**src/rtl/bus_master_port_if.sv**
```systemverilog
// Command/bus signal bundle for bus_master_port: local-master command side plus serial bus side.
// The master modport is the port block itself; slave is the environment (local master, arbiter, slave).
interface bus_master_port_if #(
  parameter int unsigned ADDR_W = 16,
  parameter int unsigned DATA_W = 8
);
  logic [ADDR_W-1:0] M_ADDR;
  logic [DATA_W-1:0] M_DIN;
  logic              M_RW;
  logic              M_EXECUTE;
  logic              M_HOLD;
  logic [DATA_W-1:0] M_DOUT;
  logic              M_DVALID;
  logic              M_BSY;
  logic              M_ERR;
  logic              B_REQ;
  logic              B_GRANT;
  logic              B_UTIL;
  logic              B_RW;
  logic              B_BUS_OUT;
  logic              B_BUS_IN;
  logic              B_ACK;

  modport master (
    input  M_ADDR, M_DIN, M_RW, M_EXECUTE, M_HOLD, B_GRANT, B_BUS_IN, B_ACK,
    output M_DOUT, M_DVALID, M_BSY, M_ERR, B_REQ, B_UTIL, B_RW, B_BUS_OUT
  );

  modport slave (
    output M_ADDR, M_DIN, M_RW, M_EXECUTE, M_HOLD, B_GRANT, B_BUS_IN, B_ACK,
    input  M_DOUT, M_DVALID, M_BSY, M_ERR, B_REQ, B_UTIL, B_RW, B_BUS_OUT
  );
endinterface

```
**src/rtl/bus_master_port.sv**
```systemverilog
// Serial bus master port: arbitrates, shifts address/write data out LSB first, collects acks and read data.
// Optional ACK timeout abort is compiled in with `define BUS_TIMEOUT_EN.
module bus_master_port #(
  parameter int unsigned ADDR_W      = 16,
  parameter int unsigned DATA_W      = 8,
  parameter int unsigned ACK_TIMEOUT = 32
) (
  input  logic              CLK,
  input  logic              RSTN,
  bus_master_port_if.master bus
);

  localparam int unsigned CNT_MAX_AD = (ADDR_W > DATA_W) ? ADDR_W : DATA_W;
  localparam int unsigned CNT_MAX    = (CNT_MAX_AD > ACK_TIMEOUT) ? CNT_MAX_AD : ACK_TIMEOUT;
  localparam int unsigned CNT_W      = $clog2(CNT_MAX + 1);

  typedef enum logic [2:0] {
    S_IDLE, S_REQ, S_ADDR, S_ACKA, S_WDATA, S_ACKW, S_RDATA, S_DONE
  } state_t;

  state_t            state_q;
  logic [ADDR_W-1:0] addr_sh_q;
  logic [DATA_W-1:0] din_sh_q;
  logic [DATA_W-1:0] rd_sh_q;
  logic [DATA_W-1:0] dout_q;
  logic [CNT_W-1:0]  cnt_q;
  logic              rw_q;
  logic              held_q;
  logic              bsy_q;
  logic              req_q;
  logic              util_q;
  logic              brw_q;
  logic              bout_q;
  logic              dvalid_q;
  logic [DATA_W-1:0] rd_sh_d;

  // Read data arrives LSB first, so new bits enter at the top and drift down.
  assign rd_sh_d = {bus.B_BUS_IN, rd_sh_q[DATA_W-1:1]};

`ifdef BUS_TIMEOUT_EN
  logic err_q;
  logic ack_expired_c;
  assign ack_expired_c = (cnt_q == CNT_W'(ACK_TIMEOUT - 1));
`endif

  always_ff @(posedge CLK) begin
    if (RSTN) begin
      state_q   <= S_IDLE;
      addr_sh_q <= '0;
      din_sh_q  <= '0;
      rd_sh_q   <= '0;
      dout_q    <= '0;
      cnt_q     <= '0;
      rw_q      <= 1'b0;
      held_q    <= 1'b0;
      bsy_q     <= 1'b0;
      req_q     <= 1'b0;
      util_q    <= 1'b0;
      brw_q     <= 1'b0;
      bout_q    <= 1'b0;
      dvalid_q  <= 1'b0;
`ifdef BUS_TIMEOUT_EN
      err_q     <= 1'b0;
`endif
    end else begin
      dvalid_q <= 1'b0;
`ifdef BUS_TIMEOUT_EN
      err_q    <= 1'b0;
`endif
      case (state_q)
        S_IDLE: begin
          if (bus.M_EXECUTE) begin
            din_sh_q <= bus.M_DIN;
            rw_q     <= bus.M_RW;
            bsy_q    <= 1'b1;
            req_q    <= 1'b1;
            cnt_q    <= '0;
            // A retained grant lets the first address bit go out immediately.
            if (held_q) begin
              state_q   <= S_ADDR;
              util_q    <= 1'b1;
              brw_q     <= bus.M_RW;
              bout_q    <= bus.M_ADDR[0];
              addr_sh_q <= bus.M_ADDR >> 1;
            end else begin
              state_q   <= S_REQ;
              addr_sh_q <= bus.M_ADDR;
            end
          end
        end
        S_REQ: begin
          if (bus.B_GRANT) begin
            state_q   <= S_ADDR;
            util_q    <= 1'b1;
            brw_q     <= rw_q;
            bout_q    <= addr_sh_q[0];
            addr_sh_q <= addr_sh_q >> 1;
            cnt_q     <= '0;
          end
        end
        S_ADDR: begin
          if (cnt_q == CNT_W'(ADDR_W - 1)) begin
            state_q <= S_ACKA;
            bout_q  <= 1'b0;
            cnt_q   <= '0;
          end else begin
            cnt_q     <= cnt_q + CNT_W'(1);
            bout_q    <= addr_sh_q[0];
            addr_sh_q <= addr_sh_q >> 1;
          end
        end
        S_ACKA: begin
          if (bus.B_ACK) begin
            cnt_q <= '0;
            if (rw_q) begin
              state_q  <= S_WDATA;
              bout_q   <= din_sh_q[0];
              din_sh_q <= din_sh_q >> 1;
            end else begin
              state_q  <= S_RDATA;
            end
          end
        end
        S_WDATA: begin
          if (cnt_q == CNT_W'(DATA_W - 1)) begin
            state_q <= S_ACKW;
            bout_q  <= 1'b0;
            cnt_q   <= '0;
          end else begin
            cnt_q    <= cnt_q + CNT_W'(1);
            bout_q   <= din_sh_q[0];
            din_sh_q <= din_sh_q >> 1;
          end
        end
        S_ACKW: begin
          if (bus.B_ACK) begin
            state_q <= S_DONE;
          end
        end
        S_RDATA: begin
          rd_sh_q <= rd_sh_d;
          if (cnt_q == CNT_W'(DATA_W - 1)) begin
            state_q  <= S_DONE;
            dout_q   <= rd_sh_d;
            dvalid_q <= 1'b1;
            cnt_q    <= '0;
          end else begin
            cnt_q <= cnt_q + CNT_W'(1);
          end
        end
        S_DONE: begin
          state_q <= S_IDLE;
          bsy_q   <= 1'b0;
          util_q  <= 1'b0;
          brw_q   <= 1'b0;
          held_q  <= bus.M_HOLD;
          req_q   <= bus.M_HOLD;
        end
        default: state_q <= S_IDLE;
      endcase
`ifdef BUS_TIMEOUT_EN
      // Ack wait watchdog; overrides the case above when it fires.
      if ((state_q == S_ACKA || state_q == S_ACKW) && !bus.B_ACK) begin
        if (ack_expired_c) begin
          state_q <= S_IDLE;
          err_q   <= 1'b1;
          bsy_q   <= 1'b0;
          req_q   <= 1'b0;
          util_q  <= 1'b0;
          brw_q   <= 1'b0;
          bout_q  <= 1'b0;
          held_q  <= 1'b0;
          cnt_q   <= '0;
        end else begin
          cnt_q <= cnt_q + CNT_W'(1);
        end
      end
`endif
    end
  end

  assign bus.M_DOUT    = dout_q;
  assign bus.M_DVALID  = dvalid_q;
  assign bus.M_BSY     = bsy_q;
  assign bus.B_REQ     = req_q;
  assign bus.B_UTIL    = util_q;
  assign bus.B_RW      = brw_q;
  assign bus.B_BUS_OUT = bout_q;
`ifdef BUS_TIMEOUT_EN
  assign bus.M_ERR     = err_q;
`else
  assign bus.M_ERR     = 1'b0;
`endif

endmodule

```
**src/flat_wrapper.sv**
```systemverilog
// flat-port wrapper written by rule: the top's interface ports become plain ports
module bus_master_port_flat 
#(
  parameter int unsigned ADDR_W      = 16,
  parameter int unsigned DATA_W      = 8,
  parameter int unsigned ACK_TIMEOUT = 32
)
  (CLK, RSTN, bus_M_ADDR, bus_M_DIN, bus_M_RW, bus_M_EXECUTE, bus_M_HOLD, bus_B_GRANT, bus_B_BUS_IN, bus_B_ACK, bus_M_DOUT, bus_M_DVALID, bus_M_BSY, bus_M_ERR, bus_B_REQ, bus_B_UTIL, bus_B_RW, bus_B_BUS_OUT);
  bus_master_port_if #(.ADDR_W(ADDR_W), .DATA_W(DATA_W)) bus_i ();
  input  logic CLK;
  input  logic RSTN;
  input wire logic [$bits(bus_i.M_ADDR)-1:0] bus_M_ADDR;
  input wire logic [$bits(bus_i.M_DIN)-1:0] bus_M_DIN;
  input wire logic [$bits(bus_i.M_RW)-1:0] bus_M_RW;
  input wire logic [$bits(bus_i.M_EXECUTE)-1:0] bus_M_EXECUTE;
  input wire logic [$bits(bus_i.M_HOLD)-1:0] bus_M_HOLD;
  input wire logic [$bits(bus_i.B_GRANT)-1:0] bus_B_GRANT;
  input wire logic [$bits(bus_i.B_BUS_IN)-1:0] bus_B_BUS_IN;
  input wire logic [$bits(bus_i.B_ACK)-1:0] bus_B_ACK;
  output wire logic [$bits(bus_i.M_DOUT)-1:0] bus_M_DOUT;
  output wire logic [$bits(bus_i.M_DVALID)-1:0] bus_M_DVALID;
  output wire logic [$bits(bus_i.M_BSY)-1:0] bus_M_BSY;
  output wire logic [$bits(bus_i.M_ERR)-1:0] bus_M_ERR;
  output wire logic [$bits(bus_i.B_REQ)-1:0] bus_B_REQ;
  output wire logic [$bits(bus_i.B_UTIL)-1:0] bus_B_UTIL;
  output wire logic [$bits(bus_i.B_RW)-1:0] bus_B_RW;
  output wire logic [$bits(bus_i.B_BUS_OUT)-1:0] bus_B_BUS_OUT;
  assign bus_i.M_ADDR = bus_M_ADDR;
  assign bus_i.M_DIN = bus_M_DIN;
  assign bus_i.M_RW = bus_M_RW;
  assign bus_i.M_EXECUTE = bus_M_EXECUTE;
  assign bus_i.M_HOLD = bus_M_HOLD;
  assign bus_i.B_GRANT = bus_B_GRANT;
  assign bus_i.B_BUS_IN = bus_B_BUS_IN;
  assign bus_i.B_ACK = bus_B_ACK;
  assign bus_M_DOUT = bus_i.M_DOUT;
  assign bus_M_DVALID = bus_i.M_DVALID;
  assign bus_M_BSY = bus_i.M_BSY;
  assign bus_M_ERR = bus_i.M_ERR;
  assign bus_B_REQ = bus_i.B_REQ;
  assign bus_B_UTIL = bus_i.B_UTIL;
  assign bus_B_RW = bus_i.B_RW;
  assign bus_B_BUS_OUT = bus_i.B_BUS_OUT;
  bus_master_port #(.ADDR_W(ADDR_W), .DATA_W(DATA_W), .ACK_TIMEOUT(ACK_TIMEOUT)) u_core (.CLK(CLK), .RSTN(RSTN), .bus(bus_i));
endmodule
```
**config.mk**
```make
export PLATFORM = sky130hd
export DESIGN_NAME = bus_master_port_flat
export DESIGN_NICKNAME = d
export VERILOG_FILES = /design/src/rtl/bus_master_port_if.sv /design/src/rtl/bus_master_port.sv /design/src/flat_wrapper.sv
export SDC_FILE = /design/constraint.sdc
export NUM_CORES = 1
export LEC_CHECK = 0
export CAP_MARGIN = 20
export CORE_ASPECT_RATIO = 1.2
export CORE_MARGIN = 2
export CORE_UTILIZATION = 53
export CTS_CLUSTER_SIZE = 16
export DETAILED_ROUTE_END_ITERATION = 12
export GPL_ROUTABILITY_DRIVEN = 0
export PLACE_DENSITY = 0.83
export SLEW_MARGIN = 25
export SYNTH_ARGS = -nofsm -noshare
export SYNTH_HDL_FRONTEND = slang
export SYNTH_SLANG_ARGS = --single-unit
```
**constraint.sdc**
```tcl
create_clock -name CLK -period 2.7 [get_ports CLK]
set_clock_uncertainty 0.15 [all_clocks]
set_input_delay 0.27 -clock CLK [delete_from_list [all_inputs] [get_ports CLK]]
set_output_delay 0.27 -clock CLK [all_outputs]
set_load 0.02 [all_outputs]
```
After elaboration in Yosys (flattened, before gate mapping)
Index checks and enable logic that the tools add are counted.
- add/sub/neg operators: 1
- $mul: 0
- divide/modulo/power cells: 0
- order comparisons: 0
- eq/ne operators: 20
- shift operators: 0
- muxes and demuxes: 46
- bitwise operators: 1
- reductions and logical operators: 18
- operators with widths (operator ; number):
    $mux 16 ; 4
    $pmux 16 s3 ; 1
    $mux 8 ; 4
    $mux 6 ; 5
    $pmux 6 s5 ; 1
    $pmux 3 s8 ; 1
    $pmux 8 s3 ; 1
    $mux 3 ; 7
    $mux 1 ; 15
    $eq 3x3->1 const B ; 4
    $ne 2x2->1 const B ; 6
    $reduce_and 4->1 ; 3
    $ne 2x1->1 const B ; 5
    $reduce_bool 5->1 ; 2
    $reduce_bool 3->1 ; 3
    $reduce_and 7->1 ; 1
    $add 6x1->6 const B ; 1
    $eq 3x2->1 const B ; 2
    $eq 6x3->1 const B ; 1
    $eq 6x4->1 const B ; 1
    $pmux 1 s3 ; 2
    $reduce_and 2->1 ; 3
    $reduce_and 6->1 ; 1
    $pmux 1 s5 ; 1
    other kinds (8) ; 11
- register bits: 57
- latch bits: 0
- RAM bits: 0
- bits in read-only memories: 0
- logic and storage cells: 100
- memories: 0

Longest topological paths before layout
Gate-level depths: netlist of run 1.
- depth after elaboration: 4
- depth in mapped cells: 7
- mapped depth without buffers: 6

Worst setup path before layout of run 1
No wires, ideal clock.
- path type: register -> register
- start: reg u_core.cnt_q[0]
- end: reg u_core.addr_sh_q[14]
- library setup time: 0.128 ns
- arrival time: 1.694 ns
- required time: 2.422 ns
- setup slack: 0.728 ns
- stages on the path, launching flop included: 8
- path buffers: 1
- cell sequence: dfxtp_1 -> ha_1 -> and4bb_4 -> a31o_4 -> a21oi_4 -> buf_12 -> mux2i_1 -> nor2_1
- cells in the longest elaborated chain, start to end: 3
- RTL lines (item ; RTL line ; RTL):
    start, declared ; bus_master_port.sv:26 ; logic [CNT_W-1:0] cnt_q;
    start signal, assigned ; bus_master_port.sv:107 ; cnt_q <= cnt_q + CNT_W'(1);
    start signal, assigned ; bus_master_port.sv:130 ; cnt_q <= cnt_q + CNT_W'(1);
    start signal, assigned ; bus_master_port.sv:148 ; cnt_q <= cnt_q + CNT_W'(1);
    $eq 6x4->1 ; bus_master_port.sv:102 ; if (cnt_q == CNT_W'(ADDR_W - 1)) begin
    $ne 2x2->1 (no source line) ; n/a ;
    $reduce_and 4->1 (no source line) ; n/a ;
    end signal, assigned ; bus_master_port.sv:87 ; addr_sh_q <= bus.M_ADDR;
    end signal, assigned ; bus_master_port.sv:97 ; addr_sh_q <= addr_sh_q >> 1;
    end signal, assigned ; bus_master_port.sv:109 ; addr_sh_q <= addr_sh_q >> 1;
    end, declared ; bus_master_port.sv:22 ; logic [ADDR_W-1:0] addr_sh_q;
No other way between the ends.
A chain may end at the register's enable or synchronous reset.

Worst setup path in the final report of run 1
- start: reg u_core.state_q[1]
- end: reg u_core.addr_sh_q[1]
- cells in the longest elaborated chain, start to end: 3
- elaborated cells on any way between the ends: 9
- RTL lines (item ; RTL line ; RTL):
    start, declared ; bus_master_port.sv:21 ; state_t state_q;
    start signal, assigned ; bus_master_port.sv:48 ; state_q <= S_IDLE;
    start signal, assigned ; bus_master_port.sv:80 ; state_q <= S_ADDR;
    start signal, assigned ; bus_master_port.sv:86 ; state_q <= S_REQ;
    $eq 3x2->1 (tied with other cells) ; bus_master_port.sv:70 ; case (state_q)
    $ne 2x2->1 (no source line) or $reduce_bool 3->1 (tied branches) ; n/a ;
    $reduce_and 4->1 (no source line) ; n/a ;
    end signal, assigned ; bus_master_port.sv:84 ; addr_sh_q <= bus.M_ADDR >> 1;
    end signal, assigned ; bus_master_port.sv:87 ;
    end signal, assigned ; bus_master_port.sv:97 ;
Parallel ways exist; a longest one is shown, timed or not.

==> results.toml, run 1 <==
[run_status]
status = "completed"

[detailed_routing]
postRouteAntennaNets = 0
wire_per_inst_um = 14.27
avgViaCountPerCell = 5.635
vias = 2333
dr.pass1.iters = 6
dr.first_iter.drc_count = 117
drt_wl_total_um = 5909
drcViolationCount = 0

[cells_and_area]
drive_gt1_frac = 0.1506
design_area_um2 = 3475
area_delta_synth_final_pct = 18.17
fillers = 457
utilization = 0.6514
nNetsFinal = 384
insertedDiodeCount = 0
finalNonFillerCells = 414

[global_routing]
antenna_found_initial = 0
grt_pass1_vias = 2185
grt_max_degree = 35
grt_pass1_wl_um = 9756
overflow = 0
grt.total_usage = 0.1977

[worst_setup_path]
crit_type = "reg2reg"
required_ps = 2750
cp-end-kind = "flip-flop"
start_kind = "flip-flop"
worstPathMaxFanout = 21
arrival_ps = 2320

[synthesis]
synth.avg_cell_area_um2 = 9.485
synth.cell_area_um2 = 2940
ys_warn_count = 0
ys.flop_type = "dfxtp_1"
synthesis.instances = 310
ys_seq_area_frac = 0.3813
synth_top_cell_area_share = 0.3813
synth_seq_cells = 56
synth_fp_nets = 343
synth.most_common_cell = "dfxtp_1"
synth_edf_count = 0
synth_common_cells = "dfxtp_1, nor2_1, mux2i_1"
yosys.area.top_type = "dfxtp_1"
synthArstFlopShare = 0
synth_cell_type_count = 57
netlist_top_cells_area = "dfxtp_1, mux2i_1, mux2_2"

[floorplan]
core_um2 = 5334
dieArea_um2 = 6162
fp.dieW_um = 72.00
initial_core_util = 0.5513
die_y_um = 85.59
rows = 29
ios = 47

[cts]
cts_tree = "built"
hold_buffers = 0
post_cts_resized = 0
post_cts_buffers = 0
clk_pin_slew_ps = 110
clkSinkCount = 56
cts-buffers-inserted = 5
cts_htree_levels = 2
cts_buffer_depth = 2
clock_latency_ps = 320
cts-root-buf = "clkbuf_8"

[sta]
setup_violations = 0
tns_ps = 0
period_needed_ps = 2274
finalCritPeriodShare = 0.8423
grt_setup_unrepaired = "no"
hold_viol = 0
max_freq_ghz = 0.4397
drv_slew = 0
slew-limit-headroom = 0.5150
worst_pin_slew_ps = 726.5

[placement]
post_dp_cell_area_um2 = 3381
hpwlAfterDp_um = 4352
dp.cells = 406
port_buffers = 45

[flow_run]
drv_cap = 0

[power]
total_power_mw = 2.825
ir_drop_mv = 0.5118
leakage_nw = 1.320
p_per_area_nw_per_um2 = 813.0

[hold_path]
hp-class = "reg2reg"
[path summary, 6_finish.rpt]
path / startpoint / to / slack, ps / cells after the start
min: u_core.rd_sh_q[3] / u_core.rd_sh_q[2] / 320 / 2
min reg2reg: u_core.rd_sh_q[3] / u_core.rd_sh_q[2] / 320 / 2
max: u_core.state_q[1] / u_core.addr_sh_q[1] / 430 / 5
max reg2reg: u_core.state_q[1] / u_core.addr_sh_q[1] / 430 / 5
[cells in the final DEF, fill, tap and decap left out, types with 2 or more instances in the layout]
| cell | instances |
|---|---|
| a211oi_1 | 5 |
| a211oi_2 | 2 |
| a21oi_1 | 19 |
| a21oi_4 | 2 |
| a22o_1 | 2 |
| a22oi_1 | 2 |
| a311oi_1 | 2 |
| and3_1 | 3 |
| buf_4 | 7 |
| clkbuf_8 | 5 |
| clkdlybuf4s50_1 | 45 |
| dfxtp_1 | 56 |
| inv_1 | 3 |
| inv_2 | 2 |
| inv_6 | 2 |
| mux2_1 | 8 |
| mux2_2 | 22 |
| mux2i_1 | 32 |
| nand2_1 | 21 |
| nand2b_1 | 4 |
| nand3_1 | 6 |
| nand4_1 | 2 |
| nor2_1 | 54 |
| nor2_4 | 2 |
| nor3_1 | 2 |
| nor3b_1 | 2 |
| o21ai_0 | 6 |
| o21ai_1 | 4 |
| o31ai_1 | 2 |
| xnor2_1 | 2 |
| xor2_1 | 3 |
[critical path, cell delays in order, from the launching register on]
cell and delay (ps):
dfxtp_1 800, xnor2_1 200, nor2_4 410, mux2_1 370
mux2i_1 170, nor2_1 50
[registers in the layout, indices dropped and copies added (netlist names), 3 cells and up]
name and count:
u_core.addr_sh_q 16, u_core.bus.M_DOUT 8, u_core.cnt_q 6, u_core.din_sh_q 8, u_core.rd_sh_q 7, u_core.state_q 3
[layer usage]
metal | share of wire | wire (um) | up-vias | global-route usage
li1 | - | - | 1179 | -
met1 | 0.43 | 2567 | 1092 | 0.2296
met2 | 0.51 | 2988 | 56 | 0.3628
met3 | 0.047 | 278 | 6 | 0.03760
met4 | 0.013 | 74 | 0 | 0.06003
met5 | 0 | 0 | - | 0
[cell type report]
cell class / instances / area (um^2) / area share
clock buffers: 5 / 68.82 / 0.01981
inverters: 5 / 18.77 / 0.005402
repair buffers: 52 / 503.0 / 0.1448
well taps: 62 / 77.57 / 0.02233
multi-input cells: 231 / 1660 / 0.4779
clock inverters: 3 / 25.02 / 0.007202
flip-flops and latches: 56 / 1121 / 0.3227
[metrics by stage]
stage,setup slack (ps),hold WS (ps)
final,425.8,321.3
after global routing,278.8,337.0
after CTS,435.7,322.8
after detailed placement,442.1,313.3
after global placement,516.9,296.0
after floorplan,728.1,256.0
[logic make-up (layout without fill, tap and decap cells)]
family / Yosys count / count (layout) / share of synthesized area
AOI/OAI and AO/OA: 56 / 56 / 0.1481
xor gates and xnor gates: 5 / 5 / 0.01490
adders and majority gates: 1 / 1 / 0.004255
buffers and inverters: 23 / 65 / 0.05404
DFF: 56 / 56 / 0.3813
muxes: 62 / 62 / 0.2238
other: 1 / 1 / 0.001275
and+or+nand+nor: 106 / 106 / 0.1723
[power by group]
| part | leakage, nW | switching (mW) | internal [mW] | total (mW) |
|---|---|---|---|---|
| logic | 0.818 | 0.614 | 0.596 | 1.21 |
| clock network | 0.0452 | 0.286 | 0.190 | 0.476 |
| registers | 0.457 | 0.143 | 0.995 | 1.14 |
| total | 1.32 | 1.04 | 1.78 | 2.82 |
No activity file was read; power rests on OpenSTA's default activity.
==> inputs of run 2 (changes only) <==
==> constraint.sdc (replaced) <==
create_clock -name CLK -period 2.3 [get_ports CLK]
set_clock_uncertainty 0.15 [all_clocks]
set_input_delay 0.23 -clock CLK [delete_from_list [all_inputs] [get_ports CLK]]
set_output_delay 0.23 -clock CLK [all_outputs]
set_load 0.02 [all_outputs]
==> run 2 against run 1 <==
Net effect: fmax is 12% higher; power is 23% higher; clock power grew 18%; critical path type unchanged.
==> results.toml, run 2 (same netlist as run 1, synthesis figures left out) <==
[cells_and_area]
area_delta_synth_final_pct = 20.51
drive_gt1_frac = 0.1601
design_area_um2 = 3543
fillers = 454
layout_commonest_cell = "dfxtp_1"
most-common-layout-cells = "dfxtp_1, nor2_1, clkdlybuf4s50_1, mux2i_1, mux2_2"
regMostFlops = "u_core.addr_sh_q"
finalNonFillerCells = 418
utilization = 0.6643
nNetsFinal = 388
largest_reg_flops = 16
insertedDiodeCount = 0

[flow_run]
drv_cap = 0

[sta]
worst_pin_slew_ps = 688.4
max_freq_ghz = 0.4916
grt_setup_unrepaired = "no"
setup_violations = 0
hold_viol = 0
tns_ps = 0
finalCritPeriodShare = 0.8845
period_needed_ps = 2034
hold_slack_ps = 320.1
drv_slew = 0
slew-limit-headroom = 0.5405
layout_setup_ws_ps = 265.7

[global_routing]
grt_max_degree = 37
grt_pass1_wl_um = 10610
overflow = 0
grt.total_usage = 0.2153
grt_pass1_vias = 2374
antenna_found_initial = 0

[floorplan]
ios = 47
dieArea_um2 = 6162
fp.dieW_um = 72.00
die_y_um = 85.59
core_um2 = 5334
initial_core_util = 0.5513
rows = 29

[power]
p_int_mw = 2.199
p_per_area_nw_per_um2 = 978.3
clkPwrFrac = 0.162
total_power_mw = 3.467
ir_drop_mv = 0.6332
swShare = 0.3656
p_comb_frac = 0.450
power.switching_mw = 1.267
leakage_nw = 1.357
seq_power_share = 0.388

[cts]
post_cts_resized = 0
cts_htree_levels = 2
clk_pin_slew_ps = 110
cts-root-buf = "clkbuf_8"
cts_tree = "built"
clock_latency_ps = 320
post_cts_buffers = 0
cts-buffers-inserted = 5
cts_buffer_depth = 2
hold_buffers = 0
clkSinkCount = 56

[worst_setup_path]
worstPathMaxFanout = 16
cp_cell_sequence = "nor2_1 -> a2bb2oi_1 -> a31oi_4 -> nor2_1 -> a211oi_1"
crit_type = "reg2reg"
start_kind = "flip-flop"
cpPeakStageDelay_ps = 780
cpMostUsedCell = "nor2_1"
reg2reg_from = "u_core.state_q[2]"
arrival_ps = 2110
required_ps = 2380
cp-end-kind = "flip-flop"
critPathSlowestCell = "dfxtp_1"
crit_family = "compound AO/OA/AOI/OAI gates"
critPathLaunch = "u_core.state_q[2]"
crit_cells = 5
ff2ff_path_depth = 5
crit_buf_inv = 0

[placement]
pre_cts_ws_ps = 269.7
dp.cells = 410
post_dp_cell_area_um2 = 3448
hpwlAfterDp_um = 4563
port_buffers = 45

[hold_path]
hp-class = "in2reg"
hold_path_depth = 3
min_from = "bus_M_DIN[7]"

[detailed_routing]
avgViaCountPerCell = 5.794
drcViolationCount = 0
drt_wl_total_um = 6172
dr.first_iter.drc_count = 142
postRouteAntennaNets = 0
wire_per_inst_um = 14.77
dr.pass1.iters = 4
vias = 2422

[run_status]
status = "completed"
run 2: cell types whose count changed in the layout (fill, tap and decap cells not counted):
cell | before | now
buf_12 | 0 | 3
clkinv_4 | 0 | 2
buf_4 | 7 | 8
clkinvlp_4 | 1 | 0
inv_6 | 2 | 1
run 2: power groups by stage:
stage	Combinational [mW]	Sequential, mW	Clock [mW]
6_report	1.56	1.35	0.562
5_1_grt	1.70	1.38	0.609
4_1_cts	1.57	1.35	0.573
3_5_place_dp	1.55	1.36	0
3_3_place_gp	1.52	1.35	0
2_1_floorplan	1.25	1.30	0
run 2: layout make-up:
type	count	area (um^2)	area share
inverter	5	18.77	0.005297
timing repair buffer	56	570.5	0.1610
clock buffer	5	68.82	0.01942
sequential	56	1121	0.3164
clock inverter	3	26.28	0.007415
multi-input combinational	231	1660	0.4686
tap	62	77.57	0.02189
run 2: final timing paths:
path | endpoint | slack, ps
worst max-delay path | u_core.din_sh_q[1] | 270
worst max register to register | u_core.din_sh_q[1] | 270
worst min register to register | u_core.rd_sh_q[5] | 320
worst min-delay path | u_core.din_sh_q[7] | 320
run 2: per-layer routing:
layer	share of wire	track usage	up-vias	routed length, um
li1	-	-	1184	-
met1	0.42	0.2432	1146	2567
met2	0.51	0.3779	73	3125
met3	0.050	0.05288	19	306
met4	0.028	0.09949	0	172
met5	0	0	-	0
run 2: worst reg2reg max path: cells and delay by family, from the launching register on:
| family | cells | cell delay (ps) |
|---|---|---|
| AND/OR/NAND/NOR | 2 | 230 |
| AO/OA/AOI/OAI | 3 | 800 |
| flip-flops | 1 | 780 |
